==> src/rtl/fft_piso.sv <==
// fft_piso: captures a 16-word FFT frame in parallel and streams it out one
// word per accepted beat. The output order is natural or 4-bit bit-reversed.
// The buffer is never shifted: the slot counter selects which word is shown,
// so a stall simply freezes the counter.
module fft_piso #(
  parameter int DW     = 32,
  parameter int BITREV = 0
) (
  input  logic               clk,
  input  logic               rst,
  input  logic [16*DW-1:0]   para_in,
  input  logic               para_valid,
  output logic               para_ready,
  output logic [DW-1:0]      ser_d,
  output logic               ser_valid,
  input  logic               ser_ready,
  output logic [3:0]         ser_idx,
  output logic               ser_last
);

  typedef enum logic {
    S_IDLE = 1'b0,
    S_SEND = 1'b1
  } state_t;

  state_t        r_state;
  state_t        w_state_nxt;
  logic [3:0]    r_cnt;
  logic [3:0]    w_cnt_nxt;
  logic [DW-1:0] r_buf [16];

  logic          w_para_ready;
  logic          w_accept;
  logic          w_xfer;
  logic          w_cnt_last;
  logic [3:0]    w_idx;

  // Reverse the bit order of a 4-bit slot number.
  function automatic logic [3:0] bit_rev4(input logic [3:0] v);
    return {v[0], v[1], v[2], v[3]};
  endfunction

  assign w_cnt_last = (r_cnt == 4'd15);
  assign w_idx      = (BITREV != 0) ? bit_rev4(r_cnt) : r_cnt;
  assign w_accept   = para_valid && w_para_ready;
  assign w_xfer     = ser_valid && ser_ready;
  assign para_ready = w_para_ready;

  // State and slot counter register; reset wins over every other input.
  always_ff @(posedge clk) begin
    if (rst) begin
      r_state <= S_IDLE;
      r_cnt   <= 4'd0;
    end else begin
      r_state <= w_state_nxt;
      r_cnt   <= w_cnt_nxt;
    end
  end

  // Next-state logic: a new frame restarts at slot 0, even on the last beat.
  always_comb begin
    w_state_nxt = r_state;
    w_cnt_nxt   = r_cnt;
    case (r_state)
      S_IDLE: begin
        if (w_accept) begin
          w_state_nxt = S_SEND;
          w_cnt_nxt   = 4'd0;
        end else begin
          w_state_nxt = S_IDLE;
          w_cnt_nxt   = 4'd0;
        end
      end
      S_SEND: begin
        if (w_accept) begin
          w_state_nxt = S_SEND;
          w_cnt_nxt   = 4'd0;
        end else if (w_xfer) begin
          if (w_cnt_last) begin
            w_state_nxt = S_IDLE;
            w_cnt_nxt   = 4'd0;
          end else begin
            w_state_nxt = S_SEND;
            w_cnt_nxt   = r_cnt + 4'd1;
          end
        end else begin
          w_state_nxt = S_SEND;
          w_cnt_nxt   = r_cnt;
        end
      end
      default: begin
        w_state_nxt = S_IDLE;
        w_cnt_nxt   = 4'd0;
      end
    endcase
  end

  // Output decode: IDLE drives zeros; SEND shows the selected buffer word.
  always_comb begin
    w_para_ready = 1'b0;
    ser_valid    = 1'b0;
    ser_idx      = 4'd0;
    ser_d        = '0;
    ser_last     = 1'b0;
    case (r_state)
      S_IDLE: begin
        w_para_ready = 1'b1;
      end
      S_SEND: begin
        w_para_ready = w_cnt_last && ser_ready;
        ser_valid    = 1'b1;
        ser_idx      = w_idx;
        ser_d        = r_buf[w_idx];
        ser_last     = w_cnt_last;
      end
      default: begin
        w_para_ready = 1'b0;
      end
    endcase
  end

  // Frame buffer: cleared on reset, loaded only when a frame is accepted.
  always_ff @(posedge clk) begin
    if (rst) begin
      for (int k = 0; k < 16; k++) begin
        r_buf[k] <= '0;
      end
    end else if (w_accept) begin
      for (int k = 0; k < 16; k++) begin
        r_buf[k] <= para_in[k*DW +: DW];
      end
    end else begin
      for (int k = 0; k < 16; k++) begin
        r_buf[k] <= r_buf[k];
      end
    end
  end

endmodule
==> config.mk <==
export PLATFORM = sky130hd
export DESIGN_NAME = fft_piso
export DESIGN_NICKNAME = d
export VERILOG_FILES = /design/src/rtl/fft_piso.sv
export SDC_FILE = /design/constraint.sdc
export NUM_CORES = 1
export LEC_CHECK = 0
export ABC_CLOCK_PERIOD_IN_PS = 11930
export BUFFER_PORTS_ARGS = -buffer_cell sky130_fd_sc_hd__buf_2
export CORE_MARGIN = 5
export CORE_UTILIZATION = 44
export DETAILED_ROUTE_END_ITERATION = 8
export GPL_ROUTABILITY_DRIVEN = 0
export PLACE_DENSITY_LB_ADDON = 0.25
export SYNTH_ARGS = -nofsm -noshare
export SYNTH_HDL_FRONTEND = slang
export SYNTH_SLANG_ARGS = --single-unit
export TNS_END_PERCENT = 100
==> constraint.sdc <==
create_clock -name clk -period 11.93 [get_ports clk]
set_input_delay 1.7895 -clock clk [delete_from_list [all_inputs] [get_ports clk]]
set_output_delay 1.7895 -clock clk [all_outputs]
set_load 0.01 [all_outputs]
==> key figures <==
Status
  – Status: completed

Floorplanning
  – I/O Pins: 555
  – Effective utilization at floorplan: 44.3%
  – # rows: 84
  – CORE AREA: 0.0523 mm²
  – Die Wd: 240 µm
  – Vert. Die Dim: 240 µm
  – Die area: 0.0574 mm²

Routing
  – Met2 routed WL: 32200 µm
  – DR top layer: met5
  – DR vias: 17500
  – Routed wire per std cell: 21.7 µm
  – DR WL met3: 5910 µm
  – Routed wire length: 71300 µm
  – DRC: 0
  – Drt pass-1 iters: 5
  – Vias per cell: 5.31
  – Antenna-violating nets left: 0
  – Initial DRC Count: 1617
  – M1 WL: 31300 µm

Synth
  – Number of synthesized flops with an enable pin: 320
  – Synth cell count leaders: nand2_1, and2_1, edfxtp_1, mux2i_1, dfxtp_1
  – Cell area after synthesis: 0.0232 mm²
  – Async S/R FF share, synth: 0%
  – Post-synth top area share: 41.5%
  – Synth Area in Compound Gates: 9.25%
  – Count leader, synth: nand2_1
  – Post-Synth Simple-Gate Area: 16.4%
  – Register bit total from synthesis: 521
  – Adder-cell share of the synthesized area: 0.0540%
  – Post-synthesis mux area share: 11.1%
  – Synth Instances: 2078
  – Yosys top cell by area: edfxtp_1
  – Synth area leaders: edfxtp_1, dfxtp_1, mux2i_1, and2_1, nand2_1
  – Avg Cell Area, Syn: 11.2 µm²
  – Main flop type after synthesis: edfxtp_1
  – Largest family of logic cells by synthesized area: simple AND/OR/NAND/NOR gates
  – Share of the yosys chip area belonging to registers: 58.8%
  – Synth cell types: 32
  – Net Count, Synth: 2595
  – Warnings, synthesis: 0
  – XOR/XNOR Fraction of Synth Area: 0.0756%

STA
  – Worst hold slack: 456 ps
  – Rel. slew slack: 19.6%
  – Fin. max-slew vios: 0
  – Fmax achieved: 0.174 GHz
  – Setup violators final: 0
  – Final hold vios: 0
  – Tightest Pin Transition: 1210 ps
  – RSZ-0062 raised after global routing: false
  – Fin Setup TNS: 0 ps
  – Ratio of final minimum period to clock period: 48.1%
  – Layout Skew: 16.6 ps
  – Minimum clock period: 5740 ps

CTS
  – Num CTS Buffers: 55
  – CTS sink cnt: 521
  – CTS tree: yes
  – Post-CTS Resized: 0
  – Clock transition at the registers of the reported paths: 60 ps
  – Clock buffer depth: 3
  – # Post-CTS Setup Buffers: 0
  – Htree depth: 2
  – Root buffer cell: clkbuf_16
  – Worst-skew pair later-pin latency: 600 ps
  – Post-CTS Hold Buffers: 0

Layout
  – Register area: 0.0136 mm²
  – Fraction of layout cells with a size suffix above 1: 25.8%
  – FILL cells: 4668
  – Nets@finish: 3061
  – Area of the multi-input gates: 0.00862 mm²
  – Area growth, synth to finish: 20.0%

Power
  – Sw frac: 23.5%
  – Comb pwr share: 9.6%
  – Leakage: 11.0 nW
  – Clock power share: 39.9%
  – Max IR drop VDD: 107 µV
  – Sw Pwr: 0.967 mW
  – P_int: 3.16 mW
  – Sequential power share: 50.5%
  – Pwr Density: 148 mW/mm²

Global route
  – Pin count of the biggest net entering global routing: 160
  – Vias in the first global route: 17100
  – Overall Global Routing Usage: 23.7%
  – Initial antenna violation count: 25
  – First-pass GRT wire length: 103000 µm
  – Total gr overflow: 0

Worst setup path
  – Crit end category: output port
  – Reg2Reg Depth: 6
  – CP required: 10140 ps
  – Crit-path max FO: 34
  – R2R Path Start: r_cnt[1]
  – CP Launch Type: flip-flop
  – Arrival time at the worst endpoint: 3950 ps
  – Crit path kind: reg2out

Min path
  – Hold Path Origin: r_buf[15][24]
  – Worst Hold Class: reg2reg
  – Hold depth: 2

Job
  – Max-Cap Viols: 0

Place
  – Buffers added on ports: 554
  – Post-detail-place hpwl: 51300 µm
[cell usage in the layout, fill, tap and decap left out, types with 11 or more instances in the layout]
master     count
a22oi_1      112
buf_4         16
clkbuf_16     58
and2_1       324
diode_2       18
a21oi_1      195
buf_2        553
nand2_1      443
o21ai_0       16
o22ai_1       24
dfxtp_1      200
edfxtp_1     320
clkbuf_1      11
mux2i_1      240
[path summary, 6_finish.rpt]
path	end	slack, ps
min reg2reg	r_buf[15][24]	460
min	r_buf[15][24]	460
max	ser_d[18]	6190
max reg2reg	r_buf[3][10]	7710
[critical path: stages (launching register included)]
cell and delay [ps]:
dfxtp_1 990, nor2b_4 1010, buf_4 580, a221oi_1 170, o21ai_0 140, o21ai_0 210
buf_2 230
[sequential cells by signal (all words and copies together) (netlist names), named ones only]
register,flops
r_buf,512
r_state,1
r_cnt,4
[power by group through the flow]
stage	registers [mW]	logic, mW	clock network (mW)
finish	2.08	0.396	1.64
global route	2.09	0.434	1.75
CTS	2.08	0.397	1.67
detailed placement	2.12	0.395	0
global placement	2.12	0.391	0
floorplan	2.13	0.234	0
[metal layers]
metal / global-route usage (%) / vias to the layer above
li1: - / 8222
met1: 34.9 / 8396
met2: 35.0 / 716
met3: 5.14 / 108
met4: 7.76 / 12
met5: 0 / -
[per-stage QoR]
step           utilization (%)  power [mW]  instances  cell area [µm²]  setup slack (ps)
3_5_place_dp              49.7        2.52       3175            26000              6350
5_1_grt                   53.1        4.28       3289            27800              5990
6_report                  53.1        4.12       3290            27800              6190
3_3_place_gp              49.7        2.51       3175            26000              6450
2_1_floorplan                -        2.36       2078            23200              1120
4_1_cts                   53.0        4.15       3272            27800              6160
[logic make-up (layout without fill, tap and decap cells)]
kind of cell | after synthesis | after routing
DFF | 521 | 521
adders and majority gates | 1 | 1
AOI/OAI and AO/OA | 358 | 358
and+or+nand+nor | 785 | 785
xor gates and xnor gates | 2 | 2
muxes | 248 | 248
other | 0 | 18
buffers and inverters | 163 | 669
[area by class of cell]
type	instances	share of cell area, %
repair buffers	571	10.5
diodes	18	0.162
flip-flops and latches	521	49.0
multi-input cells	1394	31.0
clock buffers	74	5.62
clock inverters	23	0.585
inverters	1	0.0135
well taps	688	3.10
Power figures use the tool's default switching activity.
